File: config.mk
export PLATFORM = sky130hd
export DESIGN_NAME = sha256_padder
export DESIGN_NICKNAME = d
export VERILOG_FILES = /design/src/rtl/sha256_padder.sv
export SDC_FILE = /design/constraint.sdc
export NUM_CORES = 2
export LEC_CHECK = 0
export ABC_AREA = 1
export BUFFER_PORTS_ARGS = -buffer_cell sky130_fd_sc_hd__buf_2
export CAP_MARGIN = 5
export CELL_PAD_IN_SITES_DETAIL_PLACEMENT = 0
export CELL_PAD_IN_SITES_GLOBAL_PLACEMENT = 1
export CORE_UTILIZATION = 43
export DETAILED_ROUTE_END_ITERATION = 10
export MAX_ROUTING_LAYER = met4
export PLACE_DENSITY_LB_ADDON = 0.3
export SYNTH_ARGS = -nofsm -noshare
export SYNTH_HDL_FRONTEND = slang
export SYNTH_SLANG_ARGS = --single-unit
File: constraint.sdc
create_clock -name clock -period 8.69 [get_ports clock]
set_input_delay 1.738 -clock clock [delete_from_list [all_inputs] [get_ports clock]]
set_output_delay 1.738 -clock clock [all_outputs]
set_load 0.01 [all_outputs]
File: src/rtl/sha256_padder.sv
// SHA-256 message padder: packs a 32-bit big-endian word stream into 512-bit chunks,
// appending the 0x80 marker, zero fill and the 64-bit bit-length field.
module sha256_padder #(
  parameter int LEN_W = 64
) (
  input  logic         clock,
  input  logic         reset,
  input  logic         in_valid,
  output logic         in_ready,
  input  logic [31:0]  in_data,
  input  logic         in_last,
  input  logic [2:0]   in_bytes,
  output logic         chunk_valid,
  input  logic         chunk_ready,
  output logic [511:0] chunk,
  output logic         chunk_last
);

  typedef enum logic [1:0] {FILL, EMIT, EMIT_PRE} state_t;

  state_t             state, next_state;
  logic [3:0]         idx;
  logic [60:0]        byte_cnt;
  logic [31:0]        buffer [16];
  logic               pend_p16;

  logic               accept;
  logic [2:0]         b_eff;
  logic [60:0]        cnt_next;
  logic [LEN_W-1:0]   msg_len;
  logic [31:0]        masked_word;
  logic [31:0]        word_in;
  logic [4:0]         marker_pos;
  logic               final_fits;
  logic [31:0]        fill_buf [16];
  logic [511:0]       fill_packed;
  logic [511:0]       extra_packed;

  assign in_ready = (state == FILL);
  assign accept   = in_valid && in_ready;

  always_comb begin
    b_eff       = (in_bytes > 3'd4) ? 3'd4 : in_bytes;
    cnt_next    = byte_cnt + (in_last ? 61'(b_eff) : 61'd4);
    msg_len     = {cnt_next, 3'b000};
    masked_word = in_data;
    for (int j = 0; j < 4; j++) begin
      if (3'(j) == b_eff)
        masked_word[31-8*j -: 8] = 8'h80;
      else if (3'(j) > b_eff)
        masked_word[31-8*j -: 8] = 8'h00;
    end
    word_in    = in_last ? masked_word : in_data;
    marker_pos = (b_eff == 3'd4) ? ({1'b0, idx} + 5'd1) : {1'b0, idx};
    final_fits = in_last && (marker_pos <= 5'd13);
  end

  // Build the chunk image as it would look after writing the incoming word
  always_comb begin
    for (int i = 0; i < 16; i++) begin
      fill_buf[i] = buffer[i];
      if (4'(i) == idx)
        fill_buf[i] = word_in;
      else if (in_last && (4'(i) > idx))
        fill_buf[i] = (5'(i) == marker_pos) ? 32'h8000_0000 : 32'h0;
    end
    if (final_fits) begin
      fill_buf[14] = msg_len[63:32];
      fill_buf[15] = msg_len[31:0];
    end
    fill_packed = '0;
    for (int i = 0; i < 16; i++)
      fill_packed[511-32*i -: 32] = fill_buf[i];
    extra_packed = {(pend_p16 ? 32'h8000_0000 : 32'h0), 416'd0, byte_cnt, 3'b000};
  end

  always_ff @(posedge clock) begin
    if (!reset)
      state <= FILL;
    else
      state <= next_state;
  end

  always_comb begin
    next_state = state;
    case (state)
      FILL: begin
        if (accept) begin
          if (in_last)
            next_state = final_fits ? EMIT : EMIT_PRE;
          else if (idx == 4'd15)
            next_state = EMIT;
        end
      end
      EMIT:     if (chunk_ready) next_state = FILL;
      EMIT_PRE: if (chunk_ready) next_state = EMIT;
      default:  next_state = FILL;
    endcase
  end

  // The byte counter survives intermediate chunks and clears only after the length is sent
  always_ff @(posedge clock) begin
    if (!reset) begin
      idx         <= '0;
      byte_cnt    <= '0;
      chunk       <= '0;
      chunk_valid <= 1'b0;
      chunk_last  <= 1'b0;
      pend_p16    <= 1'b0;
      for (int i = 0; i < 16; i++) buffer[i] <= '0;
    end else begin
      case (state)
        FILL: begin
          if (accept) begin
            for (int i = 0; i < 16; i++) buffer[i] <= fill_buf[i];
            byte_cnt <= cnt_next;
            if (in_last || (idx == 4'd15)) begin
              chunk       <= fill_packed;
              chunk_valid <= 1'b1;
              chunk_last  <= final_fits;
              pend_p16    <= (marker_pos == 5'd16);
            end else begin
              idx <= idx + 4'd1;
            end
          end
        end
        EMIT: begin
          if (chunk_ready) begin
            chunk_valid <= 1'b0;
            idx         <= '0;
            for (int i = 0; i < 16; i++) buffer[i] <= '0;
            if (chunk_last) byte_cnt <= '0;
          end
        end
        EMIT_PRE: begin
          if (chunk_ready) begin
            chunk      <= extra_packed;
            chunk_last <= 1'b1;
            idx        <= '0;
            for (int i = 0; i < 16; i++) buffer[i] <= '0;
          end
        end
        default: ;
      endcase
    end
  end

endmodule

==> summary.md <==
| Metric | Value |
|---|---|
| Status | `finished, final reports clean` |
| Startpoint class of the critical path | `flop` |
| Routed length per placed instance | `22.48 um` |
| Crit path arrival time | `5.57 ns` |
| H-Tree Depth | `3` |
| Vias in the first global route | `40338` |
| Critical-path top delay cell | `buf_4` |
| Initial antenna violation count | `17` |
| Fin. Hold Viols | `0` |
| CP Capture Type | `flop` |
| CTS tree | `built` |
| #FFs+latches synth | `1094` |
| Total gr overflow | `0` |
| Post-layout util | `0.4994` |
| Synth async-reset ratio | `0` |
| Syn Inst Count | `6311` |
| PortBufs | `554` |
| Ys flop type | `dfxtp_1` |
| Switch Pwr | `6354 uW` |
| Gate power share | `0.300` |
| Pin count of the biggest net entering global routing | `217` |
| Mapped cell area | `48100 um2` |
| Clk pwr share | `0.307` |
| Headroom to the max-slew limit | `0.1869` |
| Clk_lat worst skew | `0.73 ns` |
| Top fanout value on the critical path | `71` |
| Crit path depth | `9` |
| Max-Cap Viols | `0` |
| RSZ-0062 raised after global routing | `no` |
| Total GRT Usage | `0.3210` |
| Register share of total power | `0.393` |
| Placed cells | `7921` |
| Remaining DRCs | `0` |
| Post-synth EDFFs | `256` |
| Clock root cell | `clkbuf_16` |
| 1st-pass router iterations | `5` |
| DIE AREA | `113200 um2` |
| First-pass GRT wire length | `265500 um` |
| Final Skew | `0.02306 ns` |
| Vias per Instance | `5.538` |
| Final setup violation count | `0` |
| Largest stage delay, worst path | `0.84 ns` |
| Final period util | `0.5998` |
| Worst Path Buf+Inv | `6` |
| Clk sink count | `1094` |
| Crit path top cell by count | `buf_4` |
| Layout fillers | `11114` |
| VDD IR max | `0.3661 mV` |
| Max Transition Viols Final | `0` |
| Row Count | `122` |
| First DRT Iteration DRCs | `5255` |
| Core area | `110800 um2` |
| Worst Reg2Reg Path Length in Cells | `9` |
| Area contributors post-synth | `dfxtp_1, edfxtp_1, nand2_1` |
| Setup Buffers After CTS | `0` |
| Placed wire-length estimate | `110900 um` |
| Post_cts resized | `0` |
| Total Nets Final | `6602` |
| Tmin final | `5.212 ns` |
| Power, Total | `16970 uW` |
| Clock slew at reported path FFs | `0.06 ns` |
| Power Internal | `10610 uW` |
| Crit path required time | `9.05 ns` |
| Share of cells above drive strength 1 | `0.1325` |
| Syn Nets | `6361` |
| Synth warn | `0` |
| CTS buffer count | `117` |
| Clock Path Buffers | `3` |
| Routed WL | `183200 um` |
| Synth unique cells | `46` |
| I/O pins | `555` |
| Cells on Worst Hold Path | `2` |
| Gp weighted congestion | `0.9509` |
| Syn avg cell area | `7.622 um2` |
| WS Path Type | `reg2reg` |
| Commonest cells post-synth | `nand2_1, dfxtp_1, nor2_1` |
| Most frequent cell after synthesis | `nand2_1` |
| F_max | `191.9 MHz` |
| Worst Max-Slew Pin Slew | `1.217 ns` |
| Area Growth Syn to Fin | `15.04%` |
| Leakage | `0.02286 uW` |
| Final ANT Viol Nets | `0` |
| Starting density of the core | `0.4341` |
| Worst path cell trace | `inv_1, ha_4, inv_2, buf_4, a21oi_1, inv_2, nand2_4, buf_4, buf_4` |
| Delay-heaviest family, CP | `buffers and inverters` |
| Chip height | `336.5 um` |
| Pwr/cell area | `306.6 nW/um2` |
| Setup tns final | `0 ns` |
| Die width | `336.5 um` |
| Hold_buf cts | `0` |
| Vias after detailed routing | `45122` |
| Top cell type's share of synthesized area | `0.3487` |
| Non-filler cells, final | `8147` |
| Hold WC Path Type | `reg2reg` |
| Sw Ratio | `0.3745` |
| Register area share after synthesis | `0.5086` |
| Area leader, netlist | `dfxtp_1` |
sequential cells by signal (all words and copies together), names as in the netlist:
signal and cells:
buffer 512, chunk 512, byte_cnt 61, idx 4, state 2, chunk_last 1
chunk_valid 1, pend_p16 1
cell families after synthesis:
logic type | Yosys count | share of synthesized area
buffers and inverters | 1076 | 0.08838
AND/OR/NAND/NOR | 2459 | 0.2032
AO/OA/AOI/OAI | 1630 | 0.1894
adder cells (fa/ha/maj) | 10 | 0.002757
XOR/XNOR | 42 | 0.007647
flip-flops | 1094 | 0.5086
cell usage in the layout, fill, tap and decap left out, types with 8 or more instances in the layout:
cell and n:
clkinv_2 19, xnor2_1 26, edfxtp_1 256, nor2_1 748, o22ai_1 165, xor2_1 16, a22oi_1 11, buf_2 554
nand2_2 36, nand4_1 12, nand2_1 1319, clkbuf_16 118, bufinv_16 10, buf_4 51, o21ai_1 43, clkbuf_8 27
inv_1 562, o21ai_0 471, ha_1 8, a21oi_1 668, a31oi_1 103, o211ai_1 22, nand3_1 305, clkbuf_1 29
inv_2 21, dfxtp_1 838, a2bb2oi_1 132, clkinv_1 11
worst paths after layout:
check	from	endpoint	slack, ns
max reg2reg	state[0]	buffer[0][82]	3.48
min reg2reg	chunk[74]	chunk[74]	0.46
max	state[0]	buffer[0][82]	3.48
min	chunk[74]	chunk[74]	0.46
final cells by class:
cell class | count | area (um2) | share of cell area
sequential | 1094 | 24460 | 0.4421
antenna | 3 | 7.507 | 0.0001357
clock buffer | 174 | 3433 | 0.06204
tap | 1488 | 1862 | 0.03364
clock inverter | 49 | 583.1 | 0.01054
timing repair buffer | 607 | 3196 | 0.05774
multi-input combinational | 4141 | 19560 | 0.3534
inverter | 591 | 2238 | 0.04045
worst reg2reg max path: cells and delay by family (launching register included):
family	cells	cell delay, ns
buffers and inverters	6	2.59
flip-flops	1	0.33
AND/OR/NAND/NOR	1	0.66
adder cells (fa/ha/maj)	1	0.76
AO/OA/AOI/OAI	1	0.51
routing by layer:
metal  GRT usage  vias up  wire length, um  share of wire
li1            -    21306                -              -
met1      0.4361    21667            78450           0.43
met2      0.4858     1863            82840           0.45
met3     0.04457      286            15020          0.082
met4      0.1193        0             6871          0.038
met5           -        -                0              0
power by group through the flow:
stage | clock network (uW) | registers (uW) | logic (uW)
after floorplan | 0 | 6830 | 3310
after global placement | 0 | 6740 | 4990
after detailed placement | 0 | 6760 | 5040
after CTS | 5280 | 6660 | 5060
after global routing | 5490 | 6730 | 5520
final | 5210 | 6670 | 5090
through the flow:
step                      setup slack [ns]  instance area [um2]  hold WS [ns]
after detailed placement             3.176                51320        0.4527
after global placement               3.217                51320        0.4502
after global routing                 3.179                55340        0.4796
final                                3.478                55340        0.4601
after floorplan                     0.6324                48100        0.4422
after CTS                            3.443                55330        0.4621
Note: power is estimated with default switching activity, not from simulation.
